$ cat config.mk
export PLATFORM = sky130hd
export DESIGN_NAME = uart_tx_arbiter
export DESIGN_NICKNAME = d
export VERILOG_FILES = /design/src/rtl/uart_tx_arbiter.sv
export SDC_FILE = /design/constraint.sdc
export NUM_CORES = 1
export LEC_CHECK = 0
export ABC_AREA = 1
export BUFFER_PORTS_ARGS = -buffer_cell sky130_fd_sc_hd__buf_2
export CAP_MARGIN = 20
export CORE_UTILIZATION = 30
export DETAILED_ROUTE_END_ITERATION = 6
export SETUP_SLACK_MARGIN = 0.2
export SLEW_MARGIN = 20
export SYNTH_ARGS = -nofsm -noshare
export SYNTH_HDL_FRONTEND = slang
export SYNTH_SLANG_ARGS = --single-unit
export TNS_END_PERCENT = 20
$ cat constraint.sdc
create_clock -name clk -period 5.05 [get_ports clk]
set_clock_uncertainty 0.15 [all_clocks]
set_input_delay 1.01 -clock clk [delete_from_list [all_inputs] [get_ports clk]]
set_output_delay 1.01 -clock clk [all_outputs]
set_load 0.1 [all_outputs]
$ cat src/rtl/uart_tx_arbiter.sv
// Round-robin arbiter that shares one 8N1 UART transmitter among NUM_REQ byte requesters.
// The load strobe keeps toggling until the transmitter reports busy. Each ack is issued after the byte has left the wire.
module uart_tx_arbiter #(
  parameter int NUM_REQ     = 4,
  parameter int ACK_TIMEOUT = 2048
) (
  input  logic                       clk,
  input  logic                       areset_n,
  input  logic [NUM_REQ-1:0]         req_valid,
  input  logic [8*NUM_REQ-1:0]       req_data,
  output logic [NUM_REQ-1:0]         req_ready,
  output logic                       tx_data_loaded,
  output logic [7:0]                 tx_data_in,
  input  logic                       tx_busy,
  input  logic                       tx_done,
  output logic [$clog2(NUM_REQ)-1:0] gnt_id,
  output logic                       busy,
  output logic                       timeout_err
);

  localparam int IDW = $clog2(NUM_REQ);
  localparam int TW  = $clog2(ACK_TIMEOUT + 1);

  typedef enum logic [1:0] {S_IDLE, S_LOAD, S_WAIT} state_t;

  state_t               state_q, state_d;
  logic [IDW-1:0]       gnt_q, gnt_d;
  logic [IDW-1:0]       last_q, last_d;
  logic [7:0]           data_q, data_d;
  logic                 load_q, load_d;
  logic                 busy_q, busy_d;
  logic [NUM_REQ-1:0]   ready_q, ready_d;
  logic                 tout_q, tout_d;
  logic [TW-1:0]        timer_q, timer_d;
  logic                 tx_busy_prev_q;

  logic [7:0]           req_byte [NUM_REQ];
  logic                 found;
  logic [IDW-1:0]       sel;
  logic [IDW-1:0]       idx;

  // The done flag is informational; completion is taken from the busy falling edge.
  logic unused_tx_done;
  assign unused_tx_done = tx_done;

  generate
    for (genvar gi = 0; gi < NUM_REQ; gi++) begin : g_bytes
      assign req_byte[gi] = req_data[8*gi +: 8];
    end
  endgenerate

  always_comb begin
    found = 1'b0;
    sel   = '0;
    idx   = '0;
    for (int k = 1; k <= NUM_REQ; k++) begin
      idx = IDW'((int'(last_q) + k) % NUM_REQ);
      if (!found && req_valid[idx]) begin
        found = 1'b1;
        sel   = idx;
      end
    end
  end

  always_comb begin
    state_d = state_q;
    gnt_d   = gnt_q;
    last_d  = last_q;
    data_d  = data_q;
    load_d  = load_q;
    busy_d  = busy_q;
    ready_d = '0;
    tout_d  = 1'b0;
    timer_d = timer_q;
    case (state_q)
      S_IDLE: begin
        // Skip the ack cycle so the just-served requester's stale valid is not re-granted.
        if (found && (ready_q == '0)) begin
          gnt_d   = sel;
          last_d  = sel;
          data_d  = req_byte[sel];
          busy_d  = 1'b1;
          timer_d = '0;
          load_d  = 1'b1;
          state_d = S_LOAD;
        end
      end
      S_LOAD: begin
        timer_d = timer_q + 1'b1;
        if (tx_busy) begin
          load_d  = 1'b0;
          state_d = S_WAIT;
        end else if (timer_q == TW'(ACK_TIMEOUT - 1)) begin
          load_d  = 1'b0;
          tout_d  = 1'b1;
          busy_d  = 1'b0;
          state_d = S_IDLE;
        end else begin
          load_d = ~load_q;
        end
      end
      S_WAIT: begin
        if (tx_busy_prev_q && !tx_busy) begin
          ready_d[gnt_q] = 1'b1;
          busy_d         = 1'b0;
          state_d        = S_IDLE;
        end
      end
      default: state_d = S_IDLE;
    endcase
  end

  always_ff @(posedge clk or negedge areset_n) begin
    if (!areset_n) begin
      state_q        <= S_IDLE;
      gnt_q          <= '0;
      last_q         <= IDW'(NUM_REQ - 1);
      data_q         <= '0;
      load_q         <= 1'b0;
      busy_q         <= 1'b0;
      ready_q        <= '0;
      tout_q         <= 1'b0;
      timer_q        <= '0;
      tx_busy_prev_q <= 1'b0;
    end else begin
      state_q        <= state_d;
      gnt_q          <= gnt_d;
      last_q         <= last_d;
      data_q         <= data_d;
      load_q         <= load_d;
      busy_q         <= busy_d;
      ready_q        <= ready_d;
      tout_q         <= tout_d;
      timer_q        <= timer_d;
      tx_busy_prev_q <= tx_busy;
    end
  end

  assign req_ready      = ready_q;
  assign tx_data_loaded = load_q;
  assign tx_data_in     = data_q;
  assign gnt_id         = gnt_q;
  assign busy           = busy_q;
  assign timeout_err    = tout_q;

endmodule
==> implementation parameters <==
Parameter                              Value

Status
  Result of the run    complete, no violations

Clocking
  Clock tree root buffer cell    sky130_fd_sc_hd__clkbuf_8
  Clock tree from TritonCTS    built
  H-Tree Depth    2
  Post CTS Setup Buffer Count    0
  Number of buffers on the longest clock path    2
  Post-cts sizing count    0
  Hold-fix buffers at CTS    0
  TritonCTS Sinks    34
  CTS clk-pin slew, worst paths    about 70 ps
  Number of buffers created by CTS    5
  Insertion delay of the later-clocked pin in the worst-skew pair    280 ps

Power
  Power density cells    around 730 nW/um^2
  Maximum vdd ir drop    0.2876 mV
  LEAKAGE    1.409 nW

Cells and area
  Most common cell after layout, fill and taps aside    sky130_fd_sc_hd__nand2_1
  Seq. cell area    853.3 sq um
  Area of the multi-input gates    between 1000 and 1500 sq um
  Total number of nets in the final design    415
  Highest-count cells in the layout ignoring fill and taps    sky130_fd_sc_hd__nand2_1 (90), sky130_fd_sc_hd__buf_2 (55), sky130_fd_sc_hd__inv_1 (54)
  Area growth, synth to finish    20.84%
  Layout cell share with drive strength beyond 1    22.37%
  Antenna Diode Count    0
  Fill cell total of the finished layout    about 770

Yosys
  Post-Syn Nets    359
  Yosys cell types    30
  Syn_area_per_cell    slightly below 7 sq um
  Cell area after synthesis    2180 sq um
  Total of flip-flops plus latches after synthesis    34
  Number of warnings reported in the yosys synthesis log    0
  Share of the yosys chip area belonging to registers    between 30% and 40%
  Synth Instances    314

Floorplan
  Total Die Area    7610 sq um
  Core area    between 6000 and 7000 sq um
  Die outline width    between 80 and 90 microns
  Die H    roughly 87 microns
  Initial core utilization    31.56%
  Row count    30
  I/O pin total    57

STA
  Shortest clock period the worst path allows after layout    2815 ps
  Setup-violating endpoint count in the final report    0
  Total negative setup slack    0 ps
  Worst relative slew slack    approximately half
  Least setup slack across all paths after layout    2235 ps
  Max Slew Vio Count    0
  Actual transition at the worst max-transition pin    760.0 ps
  Share of the cycle needed by the critical path after routing    a little under three fifths
  Final hold violation count    0
  Setup repair after global routing missed its margin    false
  Upper clock frequency limit    355.2 MHz
  Worst hold slack across all endpoints    341.9 ps

Setup path
  Arrival time of data at the critical path endpoint    2890 ps
  Critical path startpoint category    input port
  Origin of the worst setup path    req_valid[0]
  Crit path max fanout    13
  Worst Reg2Reg Path Length in Cells    10
  Data required, critical path    5120 ps
  Capturing element type of the critical path    register
  Kind of critical path    input port to register
  R2R setup slack    2360 ps
  RR Startpoint    last_q[0]
  Endpoint of the worst-slack reg-to-reg timing path    tx_data_in[6]

Drt
  Vias per std cell    4.535
  Post-route ant nets    0
  First-pass detailed-route iteration total    5
  Number of vias after detailed routing    2118
  Post-route DRC violation count    0
  Final routed wire length divided by cell count    between 10 and 15 microns
  Starting DRC count in detailed routing    just over 70
  Detailed Route WL    4869 microns

Global route
  Overall routing resource usage    14.11%
  Sum of overflow across all layers after global routing    0
  Met1 track utilization from global routing    18.77%
  Met2 layer usage reported by global route    23.62%
  Maximum number of pins on one net before global-route repair    35
  Global-route wire length before repair    8611 microns
  Met3 Resource Use GR    under 10%
  Via count of the first global-routing pass    1979
  Initial antenna violation count    0
  Global route hottest layer    met2

Min path
  Endpoint with the worst hold slack    req_ready[1]
  Worst hold path startpoint    gnt_id[1]
  Hold-critical path depth    1
  Path class of the lowest-slack min-delay path    register to register

Placement
  Number of port buffers    55
  Placement Setup Slack    1881 ps
  RePlAce Congestion    0.8097
  Post-detailed-placement half-perimeter wirelength    3658 microns

Job
  Reported max-cap violation count    0
Yosys cell counts (all sizes together):
cell,number,area (sq um)
o211ai,1,7.510
nand4,7,43.79
buf,4,28.78
or2,8,50.05
o21ai,19,98.85
ha,5,62.56
o21a,1,7.510
dfstp,2,52.55
nor2,17,68.81
xor2,5,43.79
nor3,7,35.03
clkbuf,2,7.510
inv,56,210.2
nand3,41,210.2
a21boi,1,7.510
nor4,6,37.54
a21oi,4,23.77
nand2,95,374.1
o311ai,1,8.760
dfrtp,32,800.8
final cells by class:
class | instances | area share [%]
timing repair buffer | 55 | 10.45
sequential | 34 | 32.40
clock inverter | 2 | 0.4751
clock buffer | 6 | 3.135
tap | 96 | 4.561
multi-input combinational | 218 | 41.00
inverter | 56 | 7.981
sequential cells by signal, indices dropped and copies added (netlist names), 2 cells and up:
| signal | cells |
|---|---|
| timer_q | 12 |
| last_q | 2 |
| gnt_id | 2 |
| state_q | 2 |
| tx_data_in | 8 |
| req_ready | 4 |
through the flow:
step	area (sq um)	util [%]	cells	power [mW]
floorplan	2180	-	314	1.514
global route	2634	38.13	467	2.110
detailed placement	2539	36.76	459	1.728
finish	2634	38.13	467	1.921
global placement	2539	36.76	459	1.711
CTS	2634	38.13	467	1.944
worst max-delay path by stage:
stage | cells after the start | endpoint | slack, ps
2_1_floorplan | 12 | tx_data_in[3] | 2660
6_report | 11 | tx_data_in[6] | 2230
4_1_cts | 11 | tx_data_in[1] | 2170
3_3_place_gp | 11 | tx_data_in[1] | 1910
3_5_place_dp | 11 | tx_data_in[1] | 1880
5_1_grt | 11 | tx_data_in[5] | 1920
layer usage:
metal | vias to the layer above | wire, microns | part of all wire, %
met1 | 969 | 2353 | 48
met5 | - | 0 | 0
met2 | 46 | 2323 | 48
met4 | 0 | 10 | 0.21
li1 | 1101 | - | -
met3 | 2 | 182 | 3.7
where the power goes:
| group | internal, mW | total (mW) | leakage (nW) | switching, mW |
|---|---|---|---|---|
| sequential | 0.365 | 0.431 | 0.438 | 0.0656 |
| clock | 0.110 | 0.210 | 0.0472 | 0.100 |
| combinational | 0.313 | 1.28 | 0.924 | 0.967 |
| total | 0.788 | 1.92 | 1.41 | 1.13 |
worst max-delay path, stage by stage:
cell and delay, ps:
sky130_fd_sc_hd__buf_2 90, sky130_fd_sc_hd__nand2_1 50, sky130_fd_sc_hd__nand2_1 100, sky130_fd_sc_hd__nand2_1 70, sky130_fd_sc_hd__nand2_1 110, sky130_fd_sc_hd__inv_1 60, sky130_fd_sc_hd__nand3_2 100, sky130_fd_sc_hd__nand3_1 410
sky130_fd_sc_hd__nor2_1 620, sky130_fd_sc_hd__o211ai_1 160, sky130_fd_sc_hd__nand3_1 100
kinds of logic (layout without fill, tap and decap cells):
logic type                 after synthesis  count (layout)  synth area share [%]
adders and majority gates                5               5                 2.870
AOI/OAI and AO/OA                       27              27                 7.061
buffers and inverters                   62             119                 11.31
DFF                                     34              34                 39.15
xor gates and xnor gates                 5               5                 2.009
and+or+nand+nor                        181             181                 37.60
Note: power is estimated with default switching activity, not from simulation.
